--- src/rtl/sdram_init_refresh_if.sv ---
//------------------------------------------------------------------------------
// Module      : sdram_init_refresh_if
// Description : Bundle of signals between the SDRAM init/refresh sequencer and
//               the SDRAM controller that muxes its command bus.
//               master modport : the sequencer (drives SDRAM command bus,
//                                status and refresh request; takes the grant)
//               slave modport  : the controller side
// Signals     : refresh_gnt     controller idle, bus granted
//               sd_cke          SDRAM clock enable
//               sd_cs_n/ras_n/cas_n/we_n  SDRAM command bits
//               sd_addr[12:0]   SDRAM address
//               sd_ba[1:0]      SDRAM bank address
//               own_bus         sequencer owns the SDRAM command bus
//               ready           init complete (sticky until reset)
//               refresh_req     one or more refreshes pending
//               refresh_overrun sticky: pending counter saturated
// Revision    : 1.0 - initial release
//------------------------------------------------------------------------------
`default_nettype none

interface sdram_init_refresh_if;
  logic        refresh_gnt;
  logic        sd_cke;
  logic        sd_cs_n;
  logic        sd_ras_n;
  logic        sd_cas_n;
  logic        sd_we_n;
  logic [12:0] sd_addr;
  logic [1:0]  sd_ba;
  logic        own_bus;
  logic        ready;
  logic        refresh_req;
  logic        refresh_overrun;

  modport master (
    input  refresh_gnt,
    output sd_cke, sd_cs_n, sd_ras_n, sd_cas_n, sd_we_n, sd_addr, sd_ba,
    output own_bus, ready, refresh_req, refresh_overrun
  );

  modport slave (
    output refresh_gnt,
    input  sd_cke, sd_cs_n, sd_ras_n, sd_cas_n, sd_we_n, sd_addr, sd_ba,
    input  own_bus, ready, refresh_req, refresh_overrun
  );
endinterface

`default_nettype wire

--- src/rtl/sdram_init_refresh.sv ---
//------------------------------------------------------------------------------
// Module      : sdram_init_refresh
// Description : Power-up initialisation and periodic auto-refresh sequencer for
//               an SDR SDRAM. After reset it holds NOP for the power-up wait,
//               then PRECHARGE ALL, INIT_REFS x AUTO REFRESH and LOAD MODE, and
//               raises ready. Afterwards an interval counter queues refreshes
//               (up to 7 pending); each granted refresh is PRECHARGE ALL then
//               AUTO REFRESH with this block owning the command bus.
// Ports       : clk       controller clock, rising edge
//               reset_n   asynchronous active-low reset
//               bus       sdram_init_refresh_if.master (grant in; SDRAM
//                         command bus, own_bus, ready, refresh_req,
//                         refresh_overrun out)
// Config      : SDRAM_FAST_INIT_EN defined -> power-up wait is 16 cycles
//               (simulation); otherwise POWERUP_CYC.
// Revision    : 1.0 - initial release
//------------------------------------------------------------------------------
`default_nettype none

module sdram_init_refresh #(
  parameter int          POWERUP_CYC  = 20000,
  parameter int          TRP          = 3,
  parameter int          TRFC         = 7,
  parameter int          TMRD         = 2,
  parameter int          INIT_REFS    = 8,
  parameter int          REF_INTERVAL = 780,
  parameter logic [12:0] MODE_REG     = 13'h022
) (
  input  wire logic              clk,
  input  wire logic              reset_n,
  sdram_init_refresh_if.master   bus
);

`ifdef SDRAM_FAST_INIT_EN
  localparam int c_pwr_wait = 16;
`else
  localparam int c_pwr_wait = POWERUP_CYC;
`endif

  // One shared down/up counter covers the power-up wait and all command gaps.
  localparam int c_cnt_top0 = (c_pwr_wait > TRFC) ? c_pwr_wait : TRFC;
  localparam int c_cnt_top1 = (c_cnt_top0 > TRP)  ? c_cnt_top0 : TRP;
  localparam int c_cnt_top  = (c_cnt_top1 > TMRD) ? c_cnt_top1 : TMRD;
  localparam int c_cnt_w    = $clog2(c_cnt_top + 1);
  localparam int c_icnt_w   = ($clog2(REF_INTERVAL) > 10) ? $clog2(REF_INTERVAL) : 10;
  localparam int c_ref_w    = $clog2(INIT_REFS + 1);

  localparam logic [c_cnt_w-1:0]  c_pwr_cnt   = c_cnt_w'(c_pwr_wait);
  localparam logic [c_cnt_w-1:0]  c_trp_ld    = c_cnt_w'(TRP - 1);
  localparam logic [c_cnt_w-1:0]  c_trfc_ld   = c_cnt_w'(TRFC - 1);
  localparam logic [c_cnt_w-1:0]  c_tmrd_ld   = c_cnt_w'(TMRD - 1);
  localparam logic [c_cnt_w-1:0]  c_cnt_one   = c_cnt_w'(1);
  localparam logic [c_icnt_w-1:0] c_icnt_last = c_icnt_w'(REF_INTERVAL - 1);
  localparam logic [c_icnt_w-1:0] c_icnt_one  = c_icnt_w'(1);
  localparam logic [c_ref_w-1:0]  c_init_refs = c_ref_w'(INIT_REFS);
  localparam logic [c_ref_w-1:0]  c_ref_one   = c_ref_w'(1);

  // {cs_n, ras_n, cas_n, we_n}
  localparam logic [3:0]  c_cmd_nop  = 4'b0111;
  localparam logic [3:0]  c_cmd_pre  = 4'b0010;
  localparam logic [3:0]  c_cmd_ref  = 4'b0001;
  localparam logic [3:0]  c_cmd_lmr  = 4'b0000;
  localparam logic [12:0] c_addr_a10 = 13'h0400;

  typedef enum logic [2:0] {
    ST_PWRUP     = 3'd0,
    ST_INIT_TRP  = 3'd1,
    ST_INIT_TRFC = 3'd2,
    ST_INIT_TMRD = 3'd3,
    ST_IDLE      = 3'd4,
    ST_REF_TRP   = 3'd5,
    ST_REF_TRFC  = 3'd6
  } state_t;

  state_t              state_q,   state_d;
  logic [c_cnt_w-1:0]  cnt_q,     cnt_d;
  logic [c_ref_w-1:0]  ref_cnt_q, ref_cnt_d;
  logic [c_icnt_w-1:0] icnt_q,    icnt_d;
  logic [2:0]          pending_q, pending_d;
  logic                overrun_q, overrun_d;
  logic                cke_q,     cke_d;
  logic [3:0]          cmd_q,     cmd_d;
  logic [12:0]         addr_q,    addr_d;
  logic                own_bus_q, own_bus_d;
  logic                ready_q,   ready_d;

  logic w_req;
  logic w_tick;
  logic w_accept;

  assign w_req    = (pending_q != 3'd0) && (state_q == ST_IDLE);
  // Interval counter only runs once ready, so the first tick lands
  // REF_INTERVAL cycles after ready rises.
  assign w_tick   = ready_q && (icnt_q == c_icnt_last);
  assign w_accept = w_req && bus.refresh_gnt;

  always_comb begin
    state_d   = state_q;
    cnt_d     = cnt_q;
    ref_cnt_d = ref_cnt_q;
    cke_d     = 1'b1;
    cmd_d     = c_cmd_nop;
    addr_d    = 13'h0000;
    own_bus_d = own_bus_q;
    ready_d   = ready_q;

    // Interval counter keeps running through refresh sequences.
    if (!ready_q || w_tick) icnt_d = '0;
    else                    icnt_d = icnt_q + c_icnt_one;

    // Tick and accept on the same edge cancel out.
    pending_d = pending_q;
    if (w_tick && !w_accept) begin
      if (pending_q != 3'd7) pending_d = pending_q + 3'd1;
    end else if (w_accept && !w_tick) begin
      pending_d = pending_q - 3'd1;
    end
    overrun_d = overrun_q | (w_tick && (pending_q == 3'd7));

    // Wait states: a command issued at edge e loads T-1, the next command
    // goes out when the counter is found at zero, i.e. at edge e+T.
    case (state_q)
      ST_PWRUP: begin
        own_bus_d = 1'b1;
        if (cnt_q == c_pwr_cnt) begin
          cmd_d   = c_cmd_pre;
          addr_d  = c_addr_a10;
          cnt_d   = c_trp_ld;
          state_d = ST_INIT_TRP;
        end else begin
          cnt_d = cnt_q + c_cnt_one;
        end
      end
      ST_INIT_TRP: begin
        if (cnt_q == '0) begin
          cmd_d     = c_cmd_ref;
          cnt_d     = c_trfc_ld;
          ref_cnt_d = c_ref_one;
          state_d   = ST_INIT_TRFC;
        end else begin
          cnt_d = cnt_q - c_cnt_one;
        end
      end
      ST_INIT_TRFC: begin
        if (cnt_q == '0) begin
          if (ref_cnt_q == c_init_refs) begin
            cmd_d   = c_cmd_lmr;
            addr_d  = MODE_REG;
            cnt_d   = c_tmrd_ld;
            state_d = ST_INIT_TMRD;
          end else begin
            cmd_d     = c_cmd_ref;
            cnt_d     = c_trfc_ld;
            ref_cnt_d = ref_cnt_q + c_ref_one;
          end
        end else begin
          cnt_d = cnt_q - c_cnt_one;
        end
      end
      ST_INIT_TMRD: begin
        if (cnt_q == '0) begin
          ready_d   = 1'b1;
          own_bus_d = 1'b0;
          state_d   = ST_IDLE;
        end else begin
          cnt_d = cnt_q - c_cnt_one;
        end
      end
      ST_IDLE: begin
        if (w_accept) begin
          own_bus_d = 1'b1;
          cmd_d     = c_cmd_pre;
          addr_d    = c_addr_a10;
          cnt_d     = c_trp_ld;
          state_d   = ST_REF_TRP;
        end
      end
      ST_REF_TRP: begin
        if (cnt_q == '0) begin
          cmd_d   = c_cmd_ref;
          cnt_d   = c_trfc_ld;
          state_d = ST_REF_TRFC;
        end else begin
          cnt_d = cnt_q - c_cnt_one;
        end
      end
      ST_REF_TRFC: begin
        if (cnt_q == '0) begin
          own_bus_d = 1'b0;
          state_d   = ST_IDLE;
        end else begin
          cnt_d = cnt_q - c_cnt_one;
        end
      end
      default: begin
        state_d = ST_PWRUP;
        cnt_d   = '0;
      end
    endcase
  end

  always_ff @(posedge clk or negedge reset_n) begin
    if (!reset_n) begin
      state_q   <= ST_PWRUP;
      cnt_q     <= '0;
      ref_cnt_q <= '0;
      icnt_q    <= '0;
      pending_q <= 3'd0;
      overrun_q <= 1'b0;
      cke_q     <= 1'b0;
      cmd_q     <= c_cmd_nop;
      addr_q    <= 13'h0000;
      own_bus_q <= 1'b1;
      ready_q   <= 1'b0;
    end else begin
      state_q   <= state_d;
      cnt_q     <= cnt_d;
      ref_cnt_q <= ref_cnt_d;
      icnt_q    <= icnt_d;
      pending_q <= pending_d;
      overrun_q <= overrun_d;
      cke_q     <= cke_d;
      cmd_q     <= cmd_d;
      addr_q    <= addr_d;
      own_bus_q <= own_bus_d;
      ready_q   <= ready_d;
    end
  end

  assign bus.sd_cke          = cke_q;
  assign bus.sd_cs_n         = cmd_q[3];
  assign bus.sd_ras_n        = cmd_q[2];
  assign bus.sd_cas_n        = cmd_q[1];
  assign bus.sd_we_n         = cmd_q[0];
  assign bus.sd_addr         = addr_q;
  assign bus.sd_ba           = 2'b00;
  assign bus.own_bus         = own_bus_q;
  assign bus.ready           = ready_q;
  assign bus.refresh_req     = w_req;
  assign bus.refresh_overrun = overrun_q;

endmodule

`default_nettype wire

--- src/flat_wrapper.sv ---
// flat-port wrapper written by rule: the top's interface ports become plain ports
module sdram_init_refresh_flat 
#(
  parameter int          POWERUP_CYC  = 20000,
  parameter int          TRP          = 3,
  parameter int          TRFC         = 7,
  parameter int          TMRD         = 2,
  parameter int          INIT_REFS    = 8,
  parameter int          REF_INTERVAL = 780,
  parameter logic [12:0] MODE_REG     = 13'h022
)
  (clk, reset_n, bus_refresh_gnt, bus_sd_cke, bus_sd_cs_n, bus_sd_ras_n, bus_sd_cas_n, bus_sd_we_n, bus_sd_addr, bus_sd_ba, bus_own_bus, bus_ready, bus_refresh_req, bus_refresh_overrun);
  sdram_init_refresh_if bus_i ();
  input  wire logic clk;
  input  wire logic reset_n;
  input wire logic [$bits(bus_i.refresh_gnt)-1:0] bus_refresh_gnt;
  output wire logic [$bits(bus_i.sd_cke)-1:0] bus_sd_cke;
  output wire logic [$bits(bus_i.sd_cs_n)-1:0] bus_sd_cs_n;
  output wire logic [$bits(bus_i.sd_ras_n)-1:0] bus_sd_ras_n;
  output wire logic [$bits(bus_i.sd_cas_n)-1:0] bus_sd_cas_n;
  output wire logic [$bits(bus_i.sd_we_n)-1:0] bus_sd_we_n;
  output wire logic [$bits(bus_i.sd_addr)-1:0] bus_sd_addr;
  output wire logic [$bits(bus_i.sd_ba)-1:0] bus_sd_ba;
  output wire logic [$bits(bus_i.own_bus)-1:0] bus_own_bus;
  output wire logic [$bits(bus_i.ready)-1:0] bus_ready;
  output wire logic [$bits(bus_i.refresh_req)-1:0] bus_refresh_req;
  output wire logic [$bits(bus_i.refresh_overrun)-1:0] bus_refresh_overrun;
  assign bus_i.refresh_gnt = bus_refresh_gnt;
  assign bus_sd_cke = bus_i.sd_cke;
  assign bus_sd_cs_n = bus_i.sd_cs_n;
  assign bus_sd_ras_n = bus_i.sd_ras_n;
  assign bus_sd_cas_n = bus_i.sd_cas_n;
  assign bus_sd_we_n = bus_i.sd_we_n;
  assign bus_sd_addr = bus_i.sd_addr;
  assign bus_sd_ba = bus_i.sd_ba;
  assign bus_own_bus = bus_i.own_bus;
  assign bus_ready = bus_i.ready;
  assign bus_refresh_req = bus_i.refresh_req;
  assign bus_refresh_overrun = bus_i.refresh_overrun;
  sdram_init_refresh #(.POWERUP_CYC(POWERUP_CYC), .TRP(TRP), .TRFC(TRFC), .TMRD(TMRD), .INIT_REFS(INIT_REFS), .REF_INTERVAL(REF_INTERVAL), .MODE_REG(MODE_REG)) u_core (.clk(clk), .reset_n(reset_n), .bus(bus_i));
endmodule
--- config.mk ---
export PLATFORM = sky130hd
export DESIGN_NAME = sdram_init_refresh_flat
export DESIGN_NICKNAME = d
export VERILOG_FILES = /design/src/rtl/sdram_init_refresh_if.sv /design/src/rtl/sdram_init_refresh.sv /design/src/flat_wrapper.sv
export SDC_FILE = /design/constraint.sdc
export NUM_CORES = 1
export LEC_CHECK = 0
export BUFFER_PORTS_ARGS = -buffer_cell sky130_fd_sc_hd__clkbuf_2
export CORE_ASPECT_RATIO = 0.9
export CORE_MARGIN = 5
export CORE_UTILIZATION = 56
export DETAILED_ROUTE_END_ITERATION = 6
export PLACE_DENSITY = 0.74
export RECOVER_POWER = 100
export SLEW_MARGIN = 20
export SYNTH_ARGS = -nofsm -noshare
export SYNTH_HDL_FRONTEND = slang
export SYNTH_SLANG_ARGS = --single-unit
--- constraint.sdc ---
create_clock -name clk -period 3.95 [get_ports clk]
set_input_delay 0.9875 -clock clk [delete_from_list [all_inputs] [get_ports clk]]
set_output_delay 0.9875 -clock clk [all_outputs]
set_load 0.005 [all_outputs]
* Yosys cells after proc, flatten, opt, wreduce, memory -nomap -nowiden
Cells that the tools add are included.
** Word-level totals
- Bits in registers :: 56
- Input port bits :: 3
- Output and inout bits :: 24
- Word-level logic and storage cells :: 100
** Cells by class
- Add/sub/neg operators :: 6
- Eq/ne operators :: 21
- Mux-type cells :: 37
- Bitwise gates (word level) :: 1
- Reductions and logical operators :: 24
** Operator list (number)
- $mux W15 :: 5
- $pmux W15 S5 :: 1
- $mux W3 :: 14
- $pmux W13 S3 :: 1
- $mux W11 :: 2
- $pmux W3 S6 :: 1
- $mux W4 :: 4
- $pmux W4 S4 :: 1
- $add A15 B1 Y15 const B :: 1
- $eq A15 B15 Y1 const B :: 1
- $logic_not A15 Y1 :: 1
- $sub A15 B1 Y15 const B :: 1
- $ne A2 B1 Y1 const B :: 7
- $mux W13 :: 1
- $eq A3 B3 Y1 const B :: 4
- $add A10 B1 Y10 const B :: 1
- $eq A10 B10 Y1 const B :: 1
- $mux W10 :: 1
- $pmux W4 S2 :: 1
- $reduce_and A7 Y1 :: 1
- $eq A3 B2 Y1 const B :: 2
- $logic_and A1 B1 Y1 :: 6
- $mux W6 :: 1
- $ne A2 B2 Y1 const B :: 3
- 18 further kinds :: 27

* Depth between registers and ports, before layout
Gate-level depths: netlist of run 1.
- Depth after elaboration :: 7
- Depth in mapped cells :: 10
- Gate-level depth less buffers :: 9

* Worst setup path before layout of run 1
No wires, ideal clock.
- Path type :: in2reg
- Start :: in bus_refresh_gnt
- End :: reg u_core.pending_q[1]
- Library setup time :: 0.131 ns
- Arrival :: 2.286 ns
- Data required time :: 3.819 ns
- Setup slack :: 1.533 ns
- Stages on the path :: 6
- Buffers on the path :: 1
- Path through :: nand4_1 -> clkbuf_1 -> nand3_1 -> fa_1 -> a221oi_1 -> a21oi_1
** On the way
- Elaborated cells on any way between the ends :: 8
- Classes of those cells :: 1 x eq/ne; 1 x mux; 6 x reduce/logical
** RTL lines
- start: declaration :: RTL line flat_wrapper.sv:16 : input wire logic [$bits(bus_i.refresh_gnt)-1:0] bus_refresh_gnt;
- $logic_and A1 B1 Y1 :: RTL line sdram_init_refresh.sv:95 : assign w_accept = w_req && bus.refresh_gnt;
- $logic_not A1 Y1 :: RTL line sdram_init_refresh.sv:113 : if (w_tick && !w_accept) begin
- $logic_and A1 B1 Y1 :: RTL line sdram_init_refresh.sv:113
- $mux W3 :: RTL line sdram_init_refresh.sv:113
- via u_core.pending_d[1] :: RTL line sdram_init_refresh.sv:79 : logic [2:0] pending_q, pending_d;
- end signal: assignment :: RTL line sdram_init_refresh.sv:220 : pending_q <= pending_d;
- end: declaration :: RTL line sdram_init_refresh.sv:79
The timed path passes the listed nets, and every way through them passes these cells.
A chain may end at the register's enable or synchronous reset.

* Final worst setup path of run 1
- Start :: reg u_core.cnt_q[5]
- End :: reg u_core.cnt_q[5]
** On the way
- Cells in the longest elaborated chain, start to end :: 3
- Elaborated cells on any way between the ends :: 11
- Classes of those cells :: 2 x add/sub; 2 x eq/ne; 5 x mux; 2 x reduce/logical
** RTL lines
- start: declaration :: RTL line sdram_init_refresh.sv:76 : logic [c_cnt_w-1:0] cnt_q, cnt_d;
- start signal: assignment :: RTL line sdram_init_refresh.sv:217 : cnt_q <= cnt_d;
- $sub A15 B1 Y15, or another cell as far along
- $mux W15, or another cell as far along :: RTL line sdram_init_refresh.sv:161, sdram_init_refresh.sv:188
- $pmux W15 S5 or $reduce_and A2 Y1 (tied branches)
Parallel ways exist; a longest one is shown, timed or not. The select of a mux whose other input is x is not followed.

==> results of run 1 <==
## flip-flops by register name, indices dropped and copies added, names as in the netlist
register                    count
u_core.bus.own_bus              1
u_core.bus.ready                1
u_core.cnt_q                   15
u_core.bus.refresh_overrun      1
u_core.bus.sd_addr              2
u_core.icnt_q                  10
u_core.cmd_q                    3
u_core.ref_cnt_q                4
u_core.bus.sd_cke               1
u_core.pending_q                3
u_core.state_q                  3
## routing by layer
metal / track usage / part of all wire / wire [um] / up-vias
met3: 0.04564 / 0.077 / 562 / 14
met5: 0 / 0 / 0 / -
li1: - / - / - / 1335
met2: 0.3137 / 0.43 / 3114 / 119
met1: 0.3168 / 0.48 / 3509 / 1325
met4: 0.05804 / 0.015 / 111 / 0
## cell type report
class                           count  area share
Clock inverter                      3    0.007448
Clock buffer                        5     0.02156
Inverter                           13     0.01529
Tap cell                           70     0.02744
Sequential cell                    44      0.3465
Multi-Input combinational cell    292      0.5633
Timing Repair Buffer               14     0.01842
## layout by cell type, fill, tap and decap left out, types with 4 or more instances in the layout
master	n
a31oi_1	4
o21ai_0	26
a22oi_1	6
clkbuf_1	8
ha_1	6
xnor2_1	6
nand2_1	43
nand3_1	17
inv_1	13
o22ai_1	7
nor3_1	12
clkbuf_8	5
or3_1	4
nor2_1	27
clkbuf_2	5
o31ai_1	8
xor2_1	10
a21oi_1	18
conb_1	14
or4_1	5
dfrtp_1	40
and3_1	4
nor4_1	7
## through the flow
step / hold WS [ns] / setup WS, ns / power [mW]
floorplan: 0.4462 / 1.533 / 0.4720
global placement: 0.4655 / 1.292 / 0.4732
detailed placement: 0.4689 / 1.179 / 0.4735
CTS: 0.4895 / 1.114 / 0.7641
global route: 0.5152 / 0.6136 / 0.7884
finish: 0.4866 / 0.7913 / 0.7554
## power groups by stage
stage                     registers [mW]  logic, mW  clock network, mW
after floorplan                    0.460     0.0121                  0
after global placement             0.460     0.0135                  0
after detailed placement           0.460     0.0137                  0
after CTS                          0.451     0.0136              0.300
after global routing               0.451     0.0163              0.321
final                              0.451     0.0129              0.292
## path summary, 6_finish.rpt
path	startpoint	to	slack (ns)	cells after the start
worst min register to register	u_core.bus.refresh_overrun$_DFF_PN0_	u_core.bus.refresh_overrun$_DFF_PN0_	0.49	1
worst max register to register	u_core.cnt_q[5]$_DFFE_PN0P_	u_core.cnt_q[5]$_DFFE_PN0P_	0.79	7
worst min-delay path	u_core.bus.refresh_overrun$_DFF_PN0_	u_core.bus.refresh_overrun$_DFF_PN0_	0.49	1
min in group asynchronous	reset_n	u_core.icnt_q[2]$_DFF_PN0_	1.36	1
worst max-delay path	u_core.cnt_q[5]$_DFFE_PN0P_	u_core.cnt_q[5]$_DFFE_PN0P_	0.79	7
max in group asynchronous	reset_n	u_core.cnt_q[14]$_DFFE_PN0P_	1.28	1
## logic make-up after synthesis
kind of cell,count (synthesis),synth area share
AND/OR/NAND/NOR,151,0.2604
AO/OA/AOI/OAI,102,0.2176
buffers and inverters,49,0.08773
flip-flops,44,0.3509
XOR/XNOR,16,0.04446
adder cells (fa/ha/maj),7,0.03017
other,2,0.002383
multiplexers,2,0.006352
## critical path: cells and delay by family (launching register included)
family	cells	cell delay [ns]
simple gates	3	1.59
buf+inv	1	0.55
flops	1	0.53
compound gates	3	0.40
==> run summary, run 1 <==
max_cap viols = 1
combinational cell fraction of total power = 0.017
drt total wl = 7298 um
# rows = 26
Yosys reg bits = 44
sequential cell area fraction in the yosys report = 0.3509
GR Overflow Total = 0
placed cells = 433
clock latency on the worst-skew pair = 0.30 ns
Setup crit end kind = flip-flop
first-pass GRT wire length = 12230 um
diode count = 0
Worst Path Max Fanout = 13
clock sinks = 44
Post-Syn Area = 3152 um2
antenna violation net count after detailed routing = 0
wire per inst = 16.55 um
Reg power frac = 0.597
Leak = 1.278 nW
most frequent cells after synthesis = 42 x nand2_1, 40 x dfrtp_1, 27 x nor2_1, 22 x o21ai_0, 18 x a21oi_1
routed vias = 2793
Critical Path RT = 4.17 ns
Area Growth Syn to Fin = 1.270%
RSZ-0062 raised after global routing = no
Final setup violation count = 0
root buf cell = clkbuf_8
top post-synthesis cells by area = dfrtp_1 32%, nand2_1 5.0%, buf_4 4.0%
Clock Power Share = 0.386
Top Ports = 27
Non-Filler Instances = 441
Max VDD drop = 0.1877 mV
element type at the critical path start = flip-flop
status = complete, but fails checks
share of the synthesized area in the top cell type = 0.3176
vias per cell = 6.333
synth unique cells = 70
GRT Overall Usage = 0.2136
Int Power = 0.5767 mW
RePlAce Congestion = 0.9258
multi-input combinational cell area = 1798 um2
final hold vios = 0
failing checks = capacitance limit, slew limit
CP max stage cell = or4_1
Slew HR = -0.5333
Arr. time, crit path = 3.38 ns
Iter 0 DRT Violations = 264
CTS tree = yes
final instance area = 3192 um2
Longest Clk Path Bufs = 2
min-delay worst type = flip-flop to flip-flop
switch share = 0.2365
total setup buffers inserted after CTS = 0
fmax = 0.3166 GHz
Final Max Tran Viols = 45
post-layout minimum cycle time = 3.159 ns
final core occ = 0.5738
PortBufs = 13
Die Y = 81.17 um
H-Tree Depth = 2
largest net degree at the start of global routing = 45
prevailing post-synth register cell = dfrtp_1
Final nets = 380
cell chain of the critical path = nor4_1, nand2_1, or4_1, o21ai_0, clkbuf_1, o21ai_0, o211ai_1
CTS clk-pin slew, worst paths = 0.09 ns
Detailed Routing Iterations Pass 1 = 5
core region area = 5563 um2
CP max stage delay = 0.65 ns
number of global-route vias before repair = 2496
synth warn = 0
die width = 89.08 um
layout cells sized above 1 = 0.07817
ys async rst share = 1.000
leading area contributor after synthesis = dfrtp_1
Clock Skews = 0.004401 ns
placed cell area = 3129 um2
CP most frequent cell = o21ai_0
critical path class = flip-flop to flip-flop
Mapped Cells = 373
DRC viols = 0
worst-margin pin slew = 2.300 ns
FF/Latch Area = 1106 um2
fillers = 510
synthesized area per cell = 8.450 um2
initial antenna violation count = 0
PwrDens = 236.7 nW/um2
hold-fix buffer count after cts = 0
Fin Setup TNS = 0 ns
fin crit share = 0.7997
cell with the most instances after synthesis = nand2_1
total CTS buffers = 5
Die ar. = 7231 um2
Net Sw Power = 0.1787 mW
Post-synth EDFFs = 0
Initial Utilization = 0.5666
Final HPWL DP = 5064 um
Post-CTS Resized = 0
No activity file was read; power rests on OpenSTA's default activity.
==> run 2, diff against run 1 <==
--- a/config.mk
+++ b/config.mk
@@ -8,7 +8,7 @@
 export BUFFER_PORTS_ARGS = -buffer_cell sky130_fd_sc_hd__clkbuf_2
 export CORE_ASPECT_RATIO = 0.9
 export CORE_MARGIN = 5
-export CORE_UTILIZATION = 56
+export CORE_UTILIZATION = 54
 export DETAILED_ROUTE_END_ITERATION = 6
 export PLACE_DENSITY = 0.74
 export RECOVER_POWER = 100
==> constraint.sdc (replaced) <==
create_clock -name clk -period 2.81 [get_ports clk]
set_input_delay 0.7025 -clock clk [delete_from_list [all_inputs] [get_ports clk]]
set_output_delay 0.7025 -clock clk [all_outputs]
set_load 0.005 [all_outputs]
==> run summary, run 2 (synthesis results as in run 1) <==
Area Growth Syn to Fin = 5.319%
drt total wl = 7713 um (+5.7%)
post-layout minimum cycle time = 2.666 ns (-0.4930 ns)
layout cells sized above 1 = 0.1195 (+0.04131)
number of flip-flops in the largest register = 15 (unchanged)
CTS tree = yes
largest net degree at the start of global routing = 22 (-51%)
first-pass GRT wire length = 13220 um (+8.1%)
overall power = 1.183 mW (+57%)
Final setup violation count = 0 (unchanged)
# rows = 26 (unchanged)
Initial Utilization = 0.5568 (-0.009769)
Die ar. = 7466 um2 (+3.3%)
GRT Overall Usage = 0.2188 (+0.005133)
Worst Path Max Fanout = 7 (-6)
H-Tree Depth = 2 (unchanged)
Top Ports = 27 (unchanged)
root buf cell = clkbuf_8
commonest cells after routing, fill and taps aside = 43 x nand2_1, 40 x dfrtp_1, 27 x nor2_1
fillers = 507 (-0.59%)
final hold vios = 0 (unchanged)
multi-input combinational cell area = 1795 um2 (-0.14%)
fmax = 0.3751 GHz (+18%)
Non-Filler Instances = 455 (+3.2%)
Iter 0 DRT Violations = 294 (+11%)
initial antenna violation count = 0 (unchanged)
Fin Setup TNS = 0 ns (unchanged)
hold-fix buffer count after cts = 0 (unchanged)
status = finished, final reports clean
Post-CTS Resized = 0 (unchanged)
CP delay by family, top = simple AND/OR/NAND/NOR gates
RePlAce Congestion = 0.9565 (+3.3%)
total CTS buffers = 5 (unchanged)
vias per cell = 6.341 (+0.12%)
Buf+Inv Stages, Crit Path = 1 (unchanged)
die width = 90.53 um (+1.6%)
Top Registers = u_core.cnt_q: 15 flops, u_core.icnt_q: 10 flops, u_core.ref_cnt_q: 4 flops
Biggest register = u_core.cnt_q
element type at the critical path start = flip-flop
Final Max Tran Viols = 0 (-100%)
PwrDens = 356.3 nW/um2 (+51%)
clock latency on the worst-skew pair = 0.31 ns (about the same)
fin crit share = 0.9486 (+0.1490)
Setup crit end kind = flip-flop
CP max stage delay = 0.48 ns (-0.17 ns)
Die Y = 82.48 um (+1.6%)
wire per inst = 16.95 um (+2.4%)
worst-margin pin slew = 0.9823 ns (-1.318 ns)
clock sinks = 44 (unchanged)
Clock Skews = 0.008845 ns (+0.004445 ns)
Slew HR = 0.3451 (+0.8785)
GR Overflow Total = 0 (unchanged)
Final HPWL DP = 5564 um (+9.9%)
Final nets = 394 (+3.7%)
Longest Clk Path Bufs = 2 (unchanged)
Critical Path RT = 2.99 ns (-1.18 ns)
min-delay worst type = input pin to asynchronous set/reset pin
diode count = 0 (unchanged)
FF/Latch Area = 1106 um2 (unchanged)
commonest non-fill, non-tap cell in the layout = nand2_1
Leak = 1.376 nW (+7.7%)
DRC viols = 0 (unchanged)
Detailed Routing Iterations Pass 1 = 5 (unchanged)
PortBufs = 13 (unchanged)
cell chain of the critical path = inv_1, ha_1, or4b_1, nor4_1, nor2_1, a221o_1, a221oi_1, o41ai_1
core region area = 5660 um2 (+1.8%)
RSZ-0062 raised after global routing = no
routed vias = 2885 (+3.3%)
Arr. time, crit path = 2.85 ns (-0.53 ns)
max_cap viols = 0 (-1)
number of global-route vias before repair = 2663 (+6.7%)
CTS clk-pin slew, worst paths = 0.09 ns (about the same)
placed cells = 447 (+3.2%)
CP max stage cell = or4b_1
critical path class = flip-flop to flip-flop
total setup buffers inserted after CTS = 0 (unchanged)
antenna violation net count after detailed routing = 0 (unchanged)
Max VDD drop = 0.2027 mV (+8.0%)
==> run 2: cell type report <==
cell class | count | share of cell area
Multi-Input combinational cell | 292 | 0.5409
Clock buffer | 6 | 0.02488
Tap cell | 70 | 0.02639
Inverter | 13 | 0.01470
Timing Repair Buffer | 28 | 0.04825
Clock inverter | 2 | 0.01168
Sequential cell | 44 | 0.3332
==> run 2: path summary, 6_finish.rpt <==
path	startpoint	end	slack, ns	cells after the start
setup / recovery	u_core.cnt_q[0]$_DFFE_PN0P_	u_core.cnt_q[2]$_DFFE_PN0P_	0.14	8
max in group asynchronous	reset_n	u_core.cnt_q[13]$_DFFE_PN0P_	1.00	2
hold / removal	reset_n	u_core.icnt_q[0]$_DFF_PN0_	0.45	1
setup reg to reg	u_core.cnt_q[0]$_DFFE_PN0P_	u_core.cnt_q[2]$_DFFE_PN0P_	0.14	8
min in group clk	u_core.bus.refresh_overrun$_DFF_PN0_	u_core.bus.refresh_overrun$_DFF_PN0_	0.48	1
hold reg to reg	u_core.bus.refresh_overrun$_DFF_PN0_	u_core.bus.refresh_overrun$_DFF_PN0_	0.48	1
==> run 2: routing by layer <==
layer | part of all wire | vias up | global-route usage | wire, um
li1 | - | 1363 | - | -
met1 | 0.47 | 1369 | 0.3160 | 3612
met2 | 0.44 | 137 | 0.3367 | 3364
met3 | 0.078 | 16 | 0.03714 | 601
met4 | 0.018 | 0 | 0.06845 | 135
met5 | 0 | - | 0 | 0
==> run 2: per-stage QoR <==
| stage | util | hold WS (ns) | setup WS (ns) | area (um2) |
|---|---|---|---|---|
| global placement | 0.5714 | 0.4597 | 0.3614 | 3234 |
| CTS | 0.5928 | 0.3019 | 0.2484 | 3356 |
| floorplan | - | 0.4069 | 0.5446 | 3197 |
| detailed placement | 0.5714 | 0.4653 | 0.2587 | 3234 |
| global route | 0.5864 | 0.5187 | 0.04919 | 3319 |
| finish | 0.5864 | 0.4497 | 0.1443 | 3319 |
==> run 2: where the power goes <==
group,total (mW),internal [mW],switching (mW)
registers,0.634,0.634,0.000200
logic,0.0196,0.00168,0.0179
clock network,0.529,0.291,0.238
